===== config.mk =====
export PLATFORM = sky130hd
export DESIGN_NAME = rx_hdlc_deframer_flat
export DESIGN_NICKNAME = d
export VERILOG_FILES = /design/src/rtl/rx_hdlc_deframer_if.sv /design/src/rtl/rx_hdlc_deframer.sv /design/src/flat_wrapper.sv
export SDC_FILE = /design/constraint.sdc
export NUM_CORES = 1
export LEC_CHECK = 0
export ABC_AREA = 1
export BUFFER_PORTS_ARGS = -buffer_cell sky130_fd_sc_hd__buf_2
export CORE_AREA = 2 2 84 127
export CTS_CLUSTER_DIAMETER = 200
export CTS_CLUSTER_SIZE = 28
export DETAILED_ROUTE_END_ITERATION = 10
export DIE_AREA = 0 0 86 129
export PLACE_DENSITY = 0.75
export SETUP_SLACK_MARGIN = 0.2
export SYNTH_ARGS = -nofsm -noshare
export SYNTH_HDL_FRONTEND = slang
export SYNTH_SLANG_ARGS = --single-unit

===== constraint.sdc =====
create_clock -name netclk -period 2.7 [get_ports netclk]
set_clock_uncertainty 0.1 [all_clocks]
set_input_delay 0.135 -clock netclk [delete_from_list [all_inputs] [get_ports netclk]]
set_output_delay 0.135 -clock netclk [all_outputs]
set_load 0.1 [all_outputs]

===== src/rtl/rx_hdlc_deframer_if.sv =====
`default_nettype none
// ============================================================================
//  Module   : rx_hdlc_deframer_if
//  Purpose  : Bundles the line-side inputs and the host-side outputs of the
//             HDLC receive deframer.
//  Modports : master - upstream/host view (drives line inputs, reads status)
//             slave  - deframer view (reads line inputs, drives status)
//  Signals  : bit_en, rxdata, my_addr, promisc                (to deframer)
//             byte_valid, dout, sof, frame_done, frame_good,
//             err_fcs, err_abort, err_short, err_long, err_align,
//             frame_len, idle, rx_active                     (from deframer)
//  Revision : 1.0  initial release
// ============================================================================
interface rx_hdlc_deframer_if #(
  parameter int LEN_WIDTH = 12
);
  logic                 bit_en;
  logic                 rxdata;
  logic [7:0]           my_addr;
  logic                 promisc;
  logic                 byte_valid;
  logic [7:0]           dout;
  logic                 sof;
  logic                 frame_done;
  logic                 frame_good;
  logic                 err_fcs;
  logic                 err_abort;
  logic                 err_short;
  logic                 err_long;
  logic                 err_align;
  logic [LEN_WIDTH-1:0] frame_len;
  logic                 idle;
  logic                 rx_active;

  modport master (
    output bit_en, rxdata, my_addr, promisc,
    input  byte_valid, dout, sof, frame_done, frame_good,
    input  err_fcs, err_abort, err_short, err_long, err_align,
    input  frame_len, idle, rx_active
  );

  modport slave (
    input  bit_en, rxdata, my_addr, promisc,
    output byte_valid, dout, sof, frame_done, frame_good,
    output err_fcs, err_abort, err_short, err_long, err_align,
    output frame_len, idle, rx_active
  );
endinterface
`default_nettype wire


===== src/rtl/rx_hdlc_deframer.sv =====
`default_nettype none
// ============================================================================
//  Module   : rx_hdlc_deframer
//  Purpose  : HDLC/Econet receive deframer. Flag/abort detection, zero-bit
//             destuffing, CRC-16/CRC-32 FCS check with FCS stripping, address
//             filter, min/max length checks and per-frame status.
//  Ports    : netclk - network clock
//             reset  - asynchronous, active-low
//             rx_if  - rx_hdlc_deframer_if.slave (line inputs, host outputs)
//  Revision : 1.0  initial release
// ============================================================================
module rx_hdlc_deframer #(
  parameter int FCS_WIDTH   = 16,
  parameter int MIN_BYTES   = 4,
  parameter int MAX_BYTES   = 2048,
  parameter int ADDR_FILTER = 1,
  parameter int LEN_WIDTH   = 12
) (
  input  wire logic          netclk,
  input  wire logic          reset,
  rx_hdlc_deframer_if.slave  rx_if
);

  localparam int C_FCS_BYTES = FCS_WIDTH / 8;
  localparam logic [FCS_WIDTH-1:0] C_POLY =
    (FCS_WIDTH == 32) ? FCS_WIDTH'(32'hEDB88320) : FCS_WIDTH'(32'h00008408);
  localparam logic [FCS_WIDTH-1:0] C_RES =
    (FCS_WIDTH == 32) ? FCS_WIDTH'(32'hDEBB20E3) : FCS_WIDTH'(32'h0000F0B8);
  localparam logic [LEN_WIDTH-1:0] C_FCSB = LEN_WIDTH'(C_FCS_BYTES);
  localparam logic [LEN_WIDTH-1:0] C_MIN  = LEN_WIDTH'(MIN_BYTES);
  localparam logic [LEN_WIDTH-1:0] C_MAX  = LEN_WIDTH'(MAX_BYTES);

  localparam logic [1:0] S_HUNT = 2'd0;
  localparam logic [1:0] S_SYNC = 2'd1;
  localparam logic [1:0] S_DATA = 2'd2;
  localparam logic [1:0] S_DISC = 2'd3;

  logic [1:0]               r_state, w_state_nx;
  logic [7:0]               r_sr;     // raw line window, newest bit at [7]
  logic [7:0]               r_dv;     // per-window-bit "is a data bit" mark
  logic [3:0]               r_ones;
  logic [FCS_WIDTH-1:0]     r_crc;
  logic [7:0]               r_byte;
  logic [2:0]               r_bitcnt;
  logic [LEN_WIDTH-1:0]     r_cnt;
  logic [8*C_FCS_BYTES-1:0] r_dly;    // oldest byte at [7:0]

  logic                 r_byte_valid, r_sof, r_done;
  logic [7:0]           r_dout;
  logic                 r_good, r_efcs, r_eabort, r_eshort, r_elong, r_ealign;
  logic [LEN_WIDTH-1:0] r_len;

  logic                 w_en, w_rx;
  logic [7:0]           w_sr_nx;
  logic                 w_flag, w_abort, w_flag_nx, w_stuff, w_dbit;
  logic                 w_take, w_start, w_proc;
  logic [FCS_WIDTH-1:0] w_crc_base, w_crc_nx;
  logic [2:0]           w_bitcnt_base;
  logic [LEN_WIDTH-1:0] w_cnt_base, w_len;
  logic [7:0]           w_byte_nx;
  logic                 w_byte_done, w_addr_bad, w_long, w_emit, w_sof;
  logic                 w_close, w_abend, w_done;
  logic                 w_e_align, w_e_short, w_e_fcs, w_good;

  assign w_en    = rx_if.bit_en;
  assign w_rx    = rx_if.rxdata;
  assign w_sr_nx = {w_rx, r_sr[7:1]};

  // Framing decisions are taken on the registered window one bit later, so
  // every bit preceding a flag or abort has already left the window and been
  // processed as data by the time the event is acted upon.
  assign w_flag    = (r_sr == 8'h7E);
  assign w_abort   = &r_sr[7:1];
  assign w_flag_nx = (w_sr_nx == 8'h7E);
  // A 0 after exactly five 1s (a sixth 1 would make it flag/abort).
  assign w_stuff   = !w_rx && (r_sr[7:2] == 6'b111110);
  assign w_dbit    = r_sr[0];

  // Data bit leaving the window on this bit_en cycle.
  assign w_take  = w_en && !w_flag && !w_abort && r_dv[0];
  assign w_start = (r_state == S_SYNC) && w_take;
  assign w_proc  = ((r_state == S_SYNC) || (r_state == S_DATA)) && w_take;

  // The first data bit of a frame starts from cleared counters / preset CRC.
  assign w_crc_base    = w_start ? '1 : r_crc;
  assign w_bitcnt_base = w_start ? 3'd0 : r_bitcnt;
  assign w_cnt_base    = w_start ? '0 : r_cnt;
  assign w_crc_nx      = (w_crc_base >> 1) ^
                         ((w_crc_base[0] ^ w_dbit) ? C_POLY : '0);
  assign w_byte_nx     = {w_dbit, r_byte[7:1]};
  assign w_len         = (r_cnt >= C_FCSB) ? (r_cnt - C_FCSB) : '0;

  // --------------------------------------------------------------------------
  // FSM: state register
  // --------------------------------------------------------------------------
  always_ff @(posedge netclk or negedge reset) begin
    if (!reset) begin
      r_state <= S_HUNT;
    end else begin
      r_state <= w_state_nx;
    end
  end

  // --------------------------------------------------------------------------
  // FSM: next state
  // --------------------------------------------------------------------------
  always_comb begin
    w_state_nx = r_state;
    if (w_en) begin
      case (r_state)
        S_HUNT: if (w_flag) w_state_nx = S_SYNC;
        S_SYNC: begin
          if (w_abort)      w_state_nx = S_HUNT;
          else if (w_flag)  w_state_nx = S_SYNC;
          else if (w_take)  w_state_nx = S_DATA;
        end
        S_DATA: begin
          if (w_flag)                      w_state_nx = S_SYNC;
          else if (w_abort)                w_state_nx = S_HUNT;
          else if (w_addr_bad || w_long)   w_state_nx = S_DISC;
        end
        default: begin
          if (w_flag)       w_state_nx = S_SYNC;
          else if (w_abort) w_state_nx = S_HUNT;
        end
      endcase
    end
  end

  // --------------------------------------------------------------------------
  // FSM: output decisions
  // --------------------------------------------------------------------------
  always_comb begin
    w_byte_done = w_proc && (w_bitcnt_base == 3'd7);
    w_addr_bad  = w_byte_done && (w_cnt_base == '0) && (ADDR_FILTER != 0) &&
                  !rx_if.promisc && (w_byte_nx != rx_if.my_addr) &&
                  (w_byte_nx != 8'hFF);
    // Completing byte MAX_BYTES+1 kills the frame.
    w_long      = w_byte_done && (w_cnt_base == C_MAX);
    // Byte k leaves the delay line when byte k+FCS_BYTES completes.
    w_emit      = w_byte_done && !w_addr_bad && !w_long && (w_cnt_base >= C_FCSB);
    w_sof       = w_emit && (w_cnt_base == C_FCSB);
    w_close     = w_en && (r_state == S_DATA) && w_flag;
    w_abend     = w_en && (r_state == S_DATA) && w_abort;
    w_e_align   = w_close && (r_bitcnt != 3'd0);
    w_e_short   = w_close && !w_e_align && (r_cnt < C_MIN);
    w_e_fcs     = w_close && !w_e_align && !w_e_short && (r_crc != C_RES);
    w_good      = w_close && !w_e_align && !w_e_short && !w_e_fcs;
    w_done      = w_close || w_abend || w_long;
  end

  // --------------------------------------------------------------------------
  // Datapath and registered outputs
  // --------------------------------------------------------------------------
  always_ff @(posedge netclk or negedge reset) begin
    if (!reset) begin
      r_sr         <= '1;
      r_dv         <= '0;
      r_ones       <= '0;
      r_crc        <= '1;
      r_byte       <= '0;
      r_bitcnt     <= '0;
      r_cnt        <= '0;
      r_dly        <= '0;
      r_byte_valid <= 1'b0;
      r_sof        <= 1'b0;
      r_done       <= 1'b0;
      r_dout       <= '0;
      r_good       <= 1'b0;
      r_efcs       <= 1'b0;
      r_eabort     <= 1'b0;
      r_eshort     <= 1'b0;
      r_elong      <= 1'b0;
      r_ealign     <= 1'b0;
      r_len        <= '0;
    end else begin
      r_byte_valid <= w_emit;
      r_sof        <= w_sof;
      r_done       <= w_done;
      if (w_emit) r_dout <= r_dly[7:0];
      // Status is held until the next frame's first byte or the next end.
      if (w_done) begin
        r_good   <= w_good;
        r_efcs   <= w_e_fcs;
        r_eabort <= w_abend;
        r_eshort <= w_e_short;
        r_elong  <= w_long;
        r_ealign <= w_e_align;
        r_len    <= w_len;
      end else if (w_sof) begin
        r_good   <= 1'b0;
        r_efcs   <= 1'b0;
        r_eabort <= 1'b0;
        r_eshort <= 1'b0;
        r_elong  <= 1'b0;
        r_ealign <= 1'b0;
        r_len    <= '0;
      end
      if (w_en) begin
        r_sr   <= w_sr_nx;
        // Flag bits are never data: wipe the marks when a flag completes.
        r_dv   <= w_flag_nx ? 8'h00 : {!w_stuff, r_dv[7:1]};
        r_ones <= w_rx ? ((r_ones == 4'd15) ? 4'd15 : r_ones + 4'd1) : 4'd0;
        if (w_proc) begin
          r_crc    <= w_crc_nx;
          r_byte   <= w_byte_nx;
          r_bitcnt <= w_bitcnt_base + 3'd1;
          r_cnt    <= w_byte_done ? (w_cnt_base + 1'b1) : w_cnt_base;
          if (w_byte_done) r_dly <= {w_byte_nx, r_dly[8*C_FCS_BYTES-1:8]};
        end
      end
    end
  end

  assign rx_if.byte_valid = r_byte_valid;
  assign rx_if.dout       = r_dout;
  assign rx_if.sof        = r_sof;
  assign rx_if.frame_done = r_done;
  assign rx_if.frame_good = r_good;
  assign rx_if.err_fcs    = r_efcs;
  assign rx_if.err_abort  = r_eabort;
  assign rx_if.err_short  = r_eshort;
  assign rx_if.err_long   = r_elong;
  assign rx_if.err_align  = r_ealign;
  assign rx_if.frame_len  = r_len;
  assign rx_if.idle       = (r_ones == 4'd15);
  assign rx_if.rx_active  = (r_state == S_DATA);

endmodule
`default_nettype wire

===== src/flat_wrapper.sv =====
// flat-port wrapper written by rule: the top's interface ports become plain ports
module rx_hdlc_deframer_flat 
#(
  parameter int FCS_WIDTH   = 16,
  parameter int MIN_BYTES   = 4,
  parameter int MAX_BYTES   = 2048,
  parameter int ADDR_FILTER = 1,
  parameter int LEN_WIDTH   = 12
)
  (netclk, reset, rx_if_bit_en, rx_if_rxdata, rx_if_my_addr, rx_if_promisc, rx_if_byte_valid, rx_if_dout, rx_if_sof, rx_if_frame_done, rx_if_frame_good, rx_if_err_fcs, rx_if_err_abort, rx_if_err_short, rx_if_err_long, rx_if_err_align, rx_if_frame_len, rx_if_idle, rx_if_rx_active);
  rx_hdlc_deframer_if #(.LEN_WIDTH(LEN_WIDTH)) rx_if_i ();
  input  wire logic netclk;
  input  wire logic reset;
  input wire logic [$bits(rx_if_i.bit_en)-1:0] rx_if_bit_en;
  input wire logic [$bits(rx_if_i.rxdata)-1:0] rx_if_rxdata;
  input wire logic [$bits(rx_if_i.my_addr)-1:0] rx_if_my_addr;
  input wire logic [$bits(rx_if_i.promisc)-1:0] rx_if_promisc;
  output wire logic [$bits(rx_if_i.byte_valid)-1:0] rx_if_byte_valid;
  output wire logic [$bits(rx_if_i.dout)-1:0] rx_if_dout;
  output wire logic [$bits(rx_if_i.sof)-1:0] rx_if_sof;
  output wire logic [$bits(rx_if_i.frame_done)-1:0] rx_if_frame_done;
  output wire logic [$bits(rx_if_i.frame_good)-1:0] rx_if_frame_good;
  output wire logic [$bits(rx_if_i.err_fcs)-1:0] rx_if_err_fcs;
  output wire logic [$bits(rx_if_i.err_abort)-1:0] rx_if_err_abort;
  output wire logic [$bits(rx_if_i.err_short)-1:0] rx_if_err_short;
  output wire logic [$bits(rx_if_i.err_long)-1:0] rx_if_err_long;
  output wire logic [$bits(rx_if_i.err_align)-1:0] rx_if_err_align;
  output wire logic [$bits(rx_if_i.frame_len)-1:0] rx_if_frame_len;
  output wire logic [$bits(rx_if_i.idle)-1:0] rx_if_idle;
  output wire logic [$bits(rx_if_i.rx_active)-1:0] rx_if_rx_active;
  assign rx_if_i.bit_en = rx_if_bit_en;
  assign rx_if_i.rxdata = rx_if_rxdata;
  assign rx_if_i.my_addr = rx_if_my_addr;
  assign rx_if_i.promisc = rx_if_promisc;
  assign rx_if_byte_valid = rx_if_i.byte_valid;
  assign rx_if_dout = rx_if_i.dout;
  assign rx_if_sof = rx_if_i.sof;
  assign rx_if_frame_done = rx_if_i.frame_done;
  assign rx_if_frame_good = rx_if_i.frame_good;
  assign rx_if_err_fcs = rx_if_i.err_fcs;
  assign rx_if_err_abort = rx_if_i.err_abort;
  assign rx_if_err_short = rx_if_i.err_short;
  assign rx_if_err_long = rx_if_i.err_long;
  assign rx_if_err_align = rx_if_i.err_align;
  assign rx_if_frame_len = rx_if_i.frame_len;
  assign rx_if_idle = rx_if_i.idle;
  assign rx_if_rx_active = rx_if_i.rx_active;
  rx_hdlc_deframer #(.FCS_WIDTH(FCS_WIDTH), .MIN_BYTES(MIN_BYTES), .MAX_BYTES(MAX_BYTES), .ADDR_FILTER(ADDR_FILTER), .LEN_WIDTH(LEN_WIDTH)) u_core (.netclk(netclk), .reset(reset), .rx_if(rx_if_i));
endmodule

==> flow_metrics.tcl <==
set metrics [dict create \
    status "finished, final reports clean" \
    ys_ff_latch 105 \
    setup_violations 0 \
    drc 0 \
    yosysUniqueCellTypes 43 \
    synth_top_family_by_area "simple AND/OR/NAND/NOR gates" \
    grt_start_max_net_pins 57 \
    critPathKind "flop to flop" \
    rsz0062_at_grt "yes" \
    path_cells "nand2_2, nor2_4, nand2_4, nand4_4, nand2_2, inv_2, ha_4, ha_4, nand4_4, buf_12, nor2_4, nand2_4, nor2_4, nand3_2, nand3_2, nand2_1" \
    start_kind "flop" \
    p_sw_share_pct 28.5 \
    p_clk_share_pct 33.5 \
    ant_nets 0 \
    viasPerCell 5.31 \
    synth_mux_area_share_pct 1.51 \
    fmax_mhz 409 \
    synthArstFlopShare_pct 100 \
    gr-total-overflow 0 \
    rows 45 \
    worst_slew_pin_slew_ps 805 \
    final_util_pct 64.1 \
    p_int_uw 2760 \
    drive_gt1_share_pct 25.9 \
    power.leakage_uw 0.00329 \
    synth_enable_flop_cells 0 \
    dp.cells 769 \
    grt_use_total_pct 21.5 \
    path_clk_slew_ps 70 \
    fillerInstances 804 \
    avgSynthCellArea_um2 8.50 \
    worstSkewPairLatency_ps 350 \
    routed_wl_um 11400 \
    cp_max_fo 4 \
    start_util_pct 53.2 \
    syn_area_mm2 0.00530 \
    slew-limit-headroom_pct 46.2 \
    die_h_um 129 \
    clockBufferDepth 2 \
    first_iter_violations 332 \
    ir_drop_mv 0.447 \
    synthesis.instances 624 \
    gp_congestion 0.936 \
    synth-xor-area-share_pct 3.63 \
    hold_violations 0 \
    dieArea_mm2 0.0111 \
    yosysSeqAreaShare_pct 50.1 \
    crit_path_end_kind "flop" \
    finalNetCount 710 \
    timing.final.crit_share_pct 90.5 \
    dp_hpwl_um 7570 \
    synth_compound_area_share_pct 6.75 \
    antenna_found_initial 0 \
    htreeDepth 3 \
    syn_nets 649 \
    portBuffers 43 \
    hp-class "input pin to flop" \
    cts_sinks 105 \
    grt_pass1_wl_um 19100 \
    layoutNonFillerInstCount 807 \
    crit_slowest_cell "dfstp_2" \
    period_minus_slack_ps 2440 \
    synth-adder-area-share_pct 2.83 \
    p_switching_uw 1100 \
    firstDrtPassIters 7 \
    drv_slew 0 \
    cts_buffers 9 \
    crit_family "simple AND/OR/NAND/NOR gates" \
    vias 4284 \
    path_common_cell "nor2_4" \
    total_power_uw 3860 \
    worstPathArrival_ps 2580 \
    power.share.combinational_pct 17.2 \
    io_pins 44 \
    wl_per_cell_um 14.1 \
    grt_pass1_vias 4039 \
    root_buffer "clkbuf_16" \
    crit_buf_inv 2 \
    cpPeakStageDelay_ps 550 \
    synth-simple-area-share_pct 28.1 \
    synthToLayoutAreaGrowth_pct 20.6 \
    core_area_mm2 0.00997 \
    yosysWarnings 0 \
    drv_cap 0 \
    p_per_area_mw_per_mm2 604 \
    cts_tree "done" \
    die_w_um 86 \
    n_antenna_cell 0 \
    seqPwrFrac_pct 49.3 \
    required_ps 2840 \
    final.setup.tns_ps 0 \
    synth_ff_type "dfrtp_1" \
]
## synthesized netlist by cell type, types with 2 or more instances
cell	n	area [um^2]
nand2_1	192	721
mux2i_1	8	80.1
ha_1	12	150
nand3_1	57	285
buf_6	3	33.8
nor4_1	5	31.3
a21oi_1	6	30.0
inv_1	57	214
xnor2_1	11	96.3
a211oi_1	2	15.0
nor2_1	37	139
nand4_1	14	87.6
clkbuf_1	13	48.8
o21bai_1	3	22.5
nand2_4	2	22.5
nand4_4	2	42.5
nand3_4	2	35.0
nand2_2	4	25.0
xor2_1	11	96.3
a21oi_4	2	32.5
buf_2	2	10.0
dfstp_2	24	631
dfrtp_1	81	2030
o21ai_0	38	190
nand3b_1	2	15.0
o22ai_1	2	12.5
nor2_2	5	31.3
inv_2	4	15.0
buf_4	5	37.5
nor3_1	5	25.0
## worst paths after layout
| check | depth (start not counted) | endpoint | start | slack, ps |
|---|---|---|---|---|
| worst max-delay path | 16 | u_core.r_cnt[10] | u_core.r_sr[4] | 260 |
| worst min-delay path | 4 | u_core.r_sr[6] | rx_if_bit_en | 210 |
| worst max register to register | 16 | u_core.r_cnt[10] | u_core.r_sr[4] | 260 |
| worst min register to register | 2 | u_core.r_dly[6] | u_core.r_dly[14] | 370 |
| max in group asynchronous | 3 | u_core.r_crc[12] | reset | 1460 |
| min in group asynchronous | 2 | u_core.rx_if.dout[6] | reset | 260 |
## routing by layer
metal	track usage, %	vias up	share of wire (%)
met2	37.6	84	52
met3	4.23	16	3.3
met1	26.2	2045	42
met4	7.84	0	2.7
met5	0	-	0
li1	-	2139	-
## cells by family after synthesis
logic type      after synthesis
compound gates               60
buf+inv                      87
flops                       105
fa+ha+maj                    12
xor+xnor                     22
simple gates                330
mux                           8
## timing repair
item                                    in CTS  in global routing
resized for setup                            6                 32
endpoints found under the hold margin       42                  0
setup buffers                               12                  6
endpoints found under the setup margin      25                 39
cloned                                       0                  2
pin swaps                                   11                 20
hold buffers                                 2                  0
## cell usage in the layout (no fill, tap or decap), drive strengths merged
cell,netlist,layout
clkinvlp,0,5
or3,1,1
xor2,11,11
clkinv,1,2
o21ai,38,38
o31ai,1,1
dlygate4sd3,0,2
nand3b,2,2
o21a,1,1
nor3,5,5
nor2,43,43
dfstp,24,24
a21oi,8,8
mux2i,8,8
ha,12,12
nand3,59,60
dfrtp,81,81
clkbuf,13,10
xnor2,11,11
a31oi,1,1
o21bai,3,3
o32ai,1,1
inv,62,61
o211ai,1,1
a211oi,2,2
bufinv,0,1
buf,11,70
nor4,5,5
nand4,17,18
nand2,198,198
a21boi,1,1
o22ai,2,2
o311a,1,1
## power groups by stage
stage	clock network (uW)	logic, uW	registers, uW
after floorplan	0	456	1900
after global placement	0	578	1910
after detailed placement	0	608	1920
after CTS	1320	641	1900
after global routing	1380	755	1920
final	1290	665	1900
## flip-flops by register name (all words and copies together), names as in the netlist, 2 cells and up
| name | cells |
|---|---|
| u_core.rx_if.frame_len | 12 |
| u_core.rx_if.dout | 8 |
| u_core.r_cnt | 12 |
| u_core.r_sr | 8 |
| u_core.r_dly | 16 |
| u_core.r_crc | 16 |
| u_core.r_state | 2 |
| u_core.r_ones | 4 |
| u_core.r_bitcnt | 3 |
| u_core.r_byte | 7 |
| u_core.r_dv | 8 |
## final cells by class
class                   count  area [um^2]  area share [%]
repair buffers             72          500            7.83
inverters                  63          255            3.99
flip-flops and latches    105         2660            41.6
well taps                 117          146            2.29
clock buffers              10          229            3.58
clock inverters             6         68.8            1.08
multi-input cells         434         2530            39.6
## stage by stage
stage | hold WS, ps | worst slack [ps] | area [um^2]
finish | 211 | 256 | 6390
global route | 240 | 102 | 6390
CTS | 195 | 204 | 6200
detailed placement | 91.9 | 32.1 | 5750
global placement | 85.0 | 115 | 5750
floorplan | -261 | 151 | 5450
## worst min-delay path, stage by stage
cell,delay [ps]
buf_2,110
buf_4,230
nor2_1,120
a21oi_1,50
Power figures use the tool's default switching activity.
